### config.mk
export PLATFORM = sky130hd
export DESIGN_NAME = ntt_bf_scheduler
export DESIGN_NICKNAME = d
export VERILOG_FILES = /design/src/rtl/ntt_pkg.sv /design/src/rtl/ntt_wb_delay.sv /design/src/rtl/posedge_detection.sv /design/src/rtl/ntt_bf_scheduler.sv
export SDC_FILE = /design/constraint.sdc
export NUM_CORES = 1
export LEC_CHECK = 0
export ABC_AREA = 1
export CORE_MARGIN = 4
export CORE_UTILIZATION = 35
export DETAILED_ROUTE_END_ITERATION = 12
export DONT_BUFFER_PORTS = 1
export GPL_TIMING_DRIVEN = 1
export PLACE_DENSITY = 0.49
export SYNTH_ARGS = -nofsm -noshare
export SYNTH_HDL_FRONTEND = slang
export SYNTH_SLANG_ARGS = --single-unit
### constraint.sdc
create_clock -name clk -period 3.5 [get_ports clk]
set_clock_uncertainty 0.2 [all_clocks]
set_input_delay 0.7 -clock clk [delete_from_list [all_inputs] [get_ports clk]]
set_output_delay 0.7 -clock clk [all_outputs]
set_load 0.02 [all_outputs]
### src/rtl/ntt_pkg.sv
// ntt_pkg: shared defaults, FSM states and write-back bundle for the NTT core.
package ntt_pkg;
  localparam int NTT_N = 256;
  localparam int NTT_LOGN = 8;
  localparam int NTT_BF_LAT = 4;
  typedef enum logic [1:0] {IDLE, RUN, DRAIN, DONE} state_t;
  typedef logic [NTT_LOGN-1:0] addr_t;
  typedef struct packed {
    logic  vld;
    addr_t a0;
    addr_t b0;
    addr_t a1;
    addr_t b1;
  } wb_t;
endpackage

### src/rtl/ntt_wb_delay.sv
// ntt_wb_delay: fixed-depth shift register carrying the write-back bundle.
module ntt_wb_delay
  import ntt_pkg::*;
#(
  parameter int W     = $bits(wb_t),
  parameter int DEPTH = NTT_BF_LAT
) (
  input  logic         clk,
  input  logic         rstn,
  input  logic [W-1:0] d,
  output logic [W-1:0] q
);
  logic [W-1:0] sr [DEPTH];
  always_ff @(posedge clk or negedge rstn)
    if (!rstn) begin
      for (int i = 0; i < DEPTH; i++) sr[i] <= '0;
    end else begin
      sr[0] <= d;
      for (int i = 1; i < DEPTH; i++) sr[i] <= sr[i-1];
    end
  assign q = sr[DEPTH-1];
endmodule

### src/rtl/posedge_detection.sv
// posedge_detection: two-flop rising-edge detector, one-cycle pulse per edge.
module posedge_detection (
  input  logic clk,
  input  logic rstn,
  input  logic din,
  output logic pulse
);
  logic q1, q2;
  always_ff @(posedge clk or negedge rstn)
    if (!rstn) {q1, q2} <= 2'b00;
    else {q1, q2} <= {din, q1};
  assign pulse = q1 & ~q2;
endmodule

### src/rtl/ntt_bf_scheduler.sv
// ntt_bf_scheduler: walks all NTT stages issuing two butterflies per cycle,
// with drain cycles between stages so reads never overtake write-backs.
module ntt_bf_scheduler
  import ntt_pkg::*;
#(
  parameter int N      = NTT_N,
  parameter int LOGN   = NTT_LOGN,
  parameter int BF_LAT = NTT_BF_LAT
) (
  input  logic            clk,
  input  logic            rstn,
  input  logic            start,
  input  logic            stall,
  output logic            busy,
  output logic            done,
  output logic            issue_vld,
  output logic [LOGN-1:0] rd0_a,
  output logic [LOGN-1:0] rd0_b,
  output logic [LOGN-1:0] rd1_a,
  output logic [LOGN-1:0] rd1_b,
  output logic [LOGN-1:0] tw0,
  output logic [LOGN-1:0] tw1,
  output logic            wb_vld,
  output logic [LOGN-1:0] wr0_a,
  output logic [LOGN-1:0] wr0_b,
  output logic [LOGN-1:0] wr1_a,
  output logic [LOGN-1:0] wr1_b
);
  localparam int SW = $clog2(LOGN) + 1;
  localparam int CW = LOGN - 2;
  localparam int DW = $clog2(BF_LAT + 1);
  localparam int WBW = 4 * LOGN + 1;
  localparam logic [LOGN-1:0] HALF0 = LOGN'(N / 2);
  localparam logic [CW-1:0] CMAX = CW'(N / 4 - 1);
  localparam logic [SW-1:0] SLAST = SW'(LOGN - 1);

  state_t          state;
  logic [SW-1:0]   s;
  logic [CW-1:0]   c;
  logic [DW-1:0]   dcnt;
  logic            pulse;
  logic [LOGN-1:0] u0_a, u0_b, u0_t, u1_a, u1_b, u1_t;
  logic [WBW-1:0]  wb_d, wb_q;

  // half is a power of two: g*2*half + k is j with its high part shifted up one
  function automatic logic [3*LOGN-1:0] bf_addr(input logic [LOGN-1:0] j, input logic [SW-1:0] st);
    logic [LOGN-1:0] half, mask, a;
    half = HALF0 >> st;
    mask = half - 1'b1;
    a    = ((j & ~mask) << 1) | (j & mask);
    return {a, a | half, (LOGN'(1) << st) + (j >> (SLAST - st))};
  endfunction

  posedge_detection u_start_det (
    .clk  (clk),
    .rstn (rstn),
    .din  (start),
    .pulse(pulse)
  );

  always_ff @(posedge clk or negedge rstn)
    if (!rstn) begin
      state <= IDLE;
      s     <= '0;
      c     <= '0;
      dcnt  <= '0;
    end else begin
      case (state)
        IDLE: if (pulse) begin
          state <= RUN;
          s     <= '0;
          c     <= '0;
        end
        RUN: if (!stall) begin
          c <= c + 1'b1;
          if (c == CMAX) begin
            state <= DRAIN;
            dcnt  <= DW'(BF_LAT);
          end
        end
        DRAIN: begin
          dcnt <= dcnt - 1'b1;
          if (dcnt == DW'(1)) begin
            if (s == SLAST) state <= DONE;
            else begin
              state <= RUN;
              s     <= s + 1'b1;
              c     <= '0;
            end
          end
        end
        default: state <= IDLE;
      endcase
    end

  assign busy = (state == RUN) || (state == DRAIN);
  assign done = state == DONE;
  assign issue_vld = (state == RUN) && !stall;
  assign {u0_a, u0_b, u0_t} = bf_addr({1'b0, c, 1'b0}, s);
  assign {u1_a, u1_b, u1_t} = bf_addr({1'b0, c, 1'b1}, s);
  assign rd0_a = issue_vld ? u0_a : '0;
  assign rd0_b = issue_vld ? u0_b : '0;
  assign rd1_a = issue_vld ? u1_a : '0;
  assign rd1_b = issue_vld ? u1_b : '0;
  assign tw0   = issue_vld ? u0_t : '0;
  assign tw1   = issue_vld ? u1_t : '0;

  assign wb_d = {issue_vld, rd0_a, rd0_b, rd1_a, rd1_b};

  ntt_wb_delay #(
    .W    (WBW),
    .DEPTH(BF_LAT)
  ) u_wb_delay (
    .clk (clk),
    .rstn(rstn),
    .d   (wb_d),
    .q   (wb_q)
  );

  assign {wb_vld, wr0_a, wr0_b, wr1_a, wr1_b} = wb_q;
endmodule

# Yosys cells after proc, flatten, opt, wreduce, memory -nomap -nowiden
# Index checks and enable logic that the tools add are counted.
classes:
  addsub: 7
  n_eq_ne: 11
  reduce_logical: 11
  shifts: 4
  mux: 24
  bitwise_logic: 11
ops:
  columns: ["cell", "n"]
  rows:
  - ["8-bit two-way mux", 6]
  - ["8-bit OR", 4]
  - ["6-bit two-way mux", 4]
  - ["6-bit one-hot mux with 3 select lines", 1]
  - ["8-bit adder", 2]
  - ["7-bit by 8-bit AND with 8-bit output", 2]
  - ["7-bit by 4-bit right shift with 8-bit output", 2]
  - ["7-bit AND", 2]
  - ["4-bit two-way mux", 3]
  - ["2-bit two-way mux", 5]
  - ["2-bit inequality test (second input constant)", 5]
  - ["4-bit one-hot mux with 2 select lines", 1]
  - ["4-bit AND reduction", 2]
  - ["1-bit by 4-bit << shifter with 8-bit output (first input constant)", 1]
  - ["8-bit by 4-bit right shift with 8-bit output (first input constant)", 1]
  - ["8-bit by 1-bit subtractor with 8-bit output (second input constant)", 1]
  - ["7-bit NOT", 1]
  - ["6-bit by 1-bit adder with 6-bit output (second input constant)", 1]
  - ["6-bit equality test (second input constant)", 1]
  - ["3-bit two-way mux", 2]
  - ["2-bit one-hot mux with 3 select lines", 1]
  - ["3-bit one-hot mux with 2 select lines", 1]
  - ["5-bit AND reduction", 1]
  - ["4-bit by 1-bit adder with 4-bit output (second input constant)", 1]
  - ["other kinds (15)", 17]
word_totals:
  out_inout_bits: 84
  register_bits: 149
  wordCells: 78

# Depth between registers and ports, before layout
depth:
  depth_word: 7
  ltp_mapped: 14

# By module
# From an unflattened synthesis, not the netlist that was laid out.
unflattened:
  cells_unflattened: 501
  area_unflattened_um2: 5756.8
modules_own_cells:
  columns: ["mod", "cells_per_inst", "instances", "area_each_um2", "seq_area_each_um2"]
  rows:
  - ["ntt_wb_delay", 165, 1, 3550.9, 3303.2]
  - ["ntt_bf_scheduler", 332, 1, 2145.8, 375.4]
  - ["posedge_detection", 4, 1, 60.1, 50.0]

# Worst setup path after synthesis
# No wires, ideal clock.
synth_path:
  path_kind: "register -> output"
  startpoint: "register s[1]"
  endpoint: "output port tw0[7]"
  t_required_ns: 2.600
  path_buffers: 1
  stages_incl_launch_ff: 14
  arrival_time_ns: 2.339
  slack_ns: 0.261
  cell_sequence: "dfrtp_1 > buf_4 > inv_2 > ha_1 > inv_1 > nor2_8 > ha_1 > a21oi_1 > nor2_1 > a211oi_1 > nand2_1 > nand2_1 > nand2_1 > nor2_1"
synth_via:
  elab_chain_len: 4
  word_cells_on_any_way: 5
synth_rtl:
  columns: ["element", "line", "rtl"]
  rows:
  - ["from (decl)", "ntt_bf_scheduler.sv:38", "logic [SW-1:0] s;"]
  - ["from (signal assigned)", "ntt_bf_scheduler.sv:87", "s <= s + 1'b1;"]
  - ["3-bit by 4-bit subtractor with 4-bit output", "ntt_bf_scheduler.sv:51", "return {a, a | half, (LOGN'(1) << st) + (j >> (SLAST - st))};"]
  - ["7-bit by 4-bit right shift with 8-bit output", "ntt_bf_scheduler.sv:51", null]
  - ["8-bit adder *", "ntt_bf_scheduler.sv:51", null]
  - ["8-bit two-way mux *", "ntt_bf_scheduler.sv:105", "assign tw0 = issue_vld ? u0_t : '0;"]
  - ["to (decl)", "ntt_bf_scheduler.sv:21", "output logic [LOGN-1:0] tw0,"]
# Mark *: on every way between the ends. The rest lies on a longest branch, timed or not.

# Worst setup path in the final report
layout_path:
  startpoint: "register s[0]"
  endpoint: "output port tw1[4]"
layout_via:
  elab_chain_len: 4
  word_cells_on_any_way: 5
layout_rtl:
  columns: ["element", "line", "rtl"]
  rows:
  - ["3-bit by 4-bit subtractor with 4-bit output", "ntt_bf_scheduler.sv:51", null]
  - ["7-bit by 4-bit right shift with 8-bit output", "ntt_bf_scheduler.sv:51", null]
  - ["8-bit adder *", "ntt_bf_scheduler.sv:51", null]
  - ["8-bit two-way mux *", "ntt_bf_scheduler.sv:106", "assign tw1 = issue_vld ? u1_t : '0;"]
  - ["to (decl)", "ntt_bf_scheduler.sv:22", "output logic [LOGN-1:0] tw1,"]
# Marked as above.

==> results.yml <==
outcome:
  status: "finished with violations"
  violations: "negative setup slack"
yosys:
  yosysMostFrequentCell: "dfrtp_1"
  synth_common_cells: "93 x dfrtp_1, 53 x nand2_1, 48 x buf_4"
  synth_top_flop_cell: "dfrtp_1"
  synth_edf_count: 0
  yosysUniqueCellTypes: 40
  yosys.area_share.xor_xnor: 0.0173
  postSynthCellCount: 440
  async_reset_ff_frac: 1.00
  synthAdderAreaFrac: 0.0717
  yosysTopAreaCellShare: 0.529
  syn_area_um2: 4400
  synth.area.mux_share: 0
  ys.warnings.count: 0
  yosysTopAreaCell: "dfrtp_1"
  synth.avg_cell_area_um2: 10.0
  synth-compound-area-share: 0.0893
  synth_area_leaders: "dfrtp_1 53%, buf_4 8.2%, ha_1 6.3%, nand2_1 4.5%, inv_1 3.5%"
  synth_top_family_by_area: "simple AND/OR/NAND/NOR gates"
  seq_area_frac_synth: 0.529
  yosys.area_share.simple: 0.162
  yosys_register_bits: 93
route:
  vias_per_cell: 4.68
  via_count: 2941
  first_pass_iters: 5
  drc_errors: 0
  ant_nets: 0
  drt_wl_total_mm: 9.23
  drt_iter0_markers: 193
  wire_per_inst_um: 14.7
grt:
  grt_use_total: 0.131
  grt_pass1_wl_mm: 14.8
  grt_max_degree: 94
  antenna_found_initial: 0
  grt.overflow.total: 0
  grt_pass1_vias: 2873
job:
  maxCapViolCount: 0
timing:
  setup_viol: 3
  worstMarginPinSlew_ns: 0.534
  finalHoldViolCount: 0
  report.final.slew_viol_count: 0
  finalCritPeriodShare: 1.02
  period_needed_ns: 3.58
  fin_hold_ws_ns: 0.0561
  worst_slack_ns: -0.0791
  slew_headroom: 0.644
  tns_ns: -0.151
  max_freq_mhz: 279
  rsz0062_at_grt: "yes"
cells_and_area:
  area_growth_pct: 17.5
  n_antenna_cell: 0
  final_cell_area_um2: 5170
  postLayoutCoreUtil: 0.425
  drive_gt1_frac: 0.325
  n_fill_cell: 1182
  fin_nets: 484
setup_path:
  worst-path-max-fanout: 8
  cp-end-kind: "output pin"
  crit_start: "s[0]"
  crit_type: "reg -> out"
  crit_path_start_kind: "flop"
  timing.rr.start: "s[0]"
  worstPathArrival_ns: 2.68
  cp.required_ns: 2.60
die:
  start_util: 0.362
  rows: 40
  die_x_um: 120
  die_h_um: 120
  io_pins: 88
  die_area_um2: 14400
  core_region_area_um2: 12200
clocking:
  cts_sinks: 93
  clock-root-buffer: "clkbuf_16"
  cts_buffers: 9
  cts_buffer_depth: 2
  clkSlewWorstSetupHoldPaths_ns: 0.07
  cts_tree: "done"
  clk_latency_ns: 0.34
  cts.htree.levels: 3
power:
  totalPowerFinal_w: 0.00326
  leakage_nw: 2.60
  ir_worst_vdd_v: 0.000413
  power.density_nw_per_um2: 632
place:
  post-dp-hpwl_mm: 6.39
  dpl_cell_area_um2: 4530
  portBuffers: 0
  gp_congestion: 0.967
hold_path:
  worst_hold_path_type: "in -> async"
==> sequential cells by signal, indices dropped and copies added, names as in the netlist <==
| register | flops |
|---|---|
| u_wb_delay.q | 19 |
| c | 6 |
| u_wb_delay.sr | 57 |
| u_start_det.q1 | 1 |
| u_start_det.q2 | 1 |
| state | 2 |
| dcnt | 3 |
| s | 4 |
==> per-stage QoR <==
stage                     cells  setup WS [ns]
after floorplan             441          0.261
after global placement      596          0.106
after detailed placement    596         0.0392
after CTS                   619        -0.0146
after global routing        629         -0.246
final                       629        -0.0791
==> critical path, cell delays in order (launching register included) <==
cell and delay [ns]:
dfrtp_2 0.49, inv_4 0.12, nand2_2 0.07, nand3_2 0.07, nand4_1 0.20, o21ai_2 0.14
ha_2 0.20, inv_2 0.05, fa_2 0.40, inv_4 0.09, buf_4 0.10, a21oi_2 0.05
o21ai_1 0.13, a21oi_1 0.05, buf_4 0.16
==> worst paths after layout <==
| path | end | slack, ns | cells past startpoint |
|---|---|---|---|
| min | u_wb_delay.sr[86] | 0.06 | 1 |
| min reg2reg | u_wb_delay.q[0] | 0.14 | 0 |
| max in group asynchronous | s[0] | 2.64 | 1 |
| max reg2reg | u_wb_delay.sr[118] | 0.98 | 12 |
| max | tw1[4] | -0.08 | 14 |
| min in group clk | u_wb_delay.q[0] | 0.14 | 0 |
==> timing repair <==
item / CTS / global route
endpoints found under the setup margin: 33 / 36
pin swaps: 5 / 13
setup buffers: 6 / 10
endpoints found under the hold margin: 93 / 0
cloned: 0 / 0
hold buffers: 1 / 0
resized for setup: 25 / 44
==> per-layer routing <==
layer / vias to the layer above / part of all wire / global-route usage
li1: 1413 / - / -
met1: 1432 / 0.43 / 0.168
met2: 79 / 0.49 / 0.209
met3: 17 / 0.064 / 0.0452
met4: 0 / 0.019 / 0.0437
met5: - / 0 / 0
==> cell type report <==
cell class,instances,area (um^2),area share
multi-input combinational,246,1670,0.324
inverter,49,199,0.0385
clock buffer,13,270,0.0523
sequential,93,2330,0.451
tap,168,210,0.0407
timing repair buffer,57,459,0.0889
clock inverter,3,26.3,0.00508
==> report_power, final <==
group | leakage (nW) | switching [W] | internal (W)
combinational | 1.19 | 0.000662 | 0.000356
sequential | 1.27 | 0.000107 | 0.00119
clock | 0.146 | 0.000403 | 0.000545
total | 2.60 | 0.00117 | 0.00209
==> layout by cell type (no fill, tap or decap), drive strengths merged <==
cell type and count:
a21oi 29, a31oi 3, nor3 2, nand4 6, o22ai 3, conb 2, dfrtp 93, a211oi 2
clkinv 4, o211ai 3, nor2 44, clkinvlp 1, clkbuf 13, nand3 29, ha 22, nor4 1
inv 47, nand2 58, a21o 1, o21ai 30, xor2 5, buf 57, xnor2 2, fa 2
or2 2
==> logic make-up (layout without fill, tap and decap cells) <==
family          Yosys count  count (layout)
other cells               1               2
xor+xnor                  7               7
fa+ha+maj                24              24
buf+inv                 102             122
flops                    93              93
simple gates            142             142
compound gates           71              71
(Power assumes the default switching activity.)
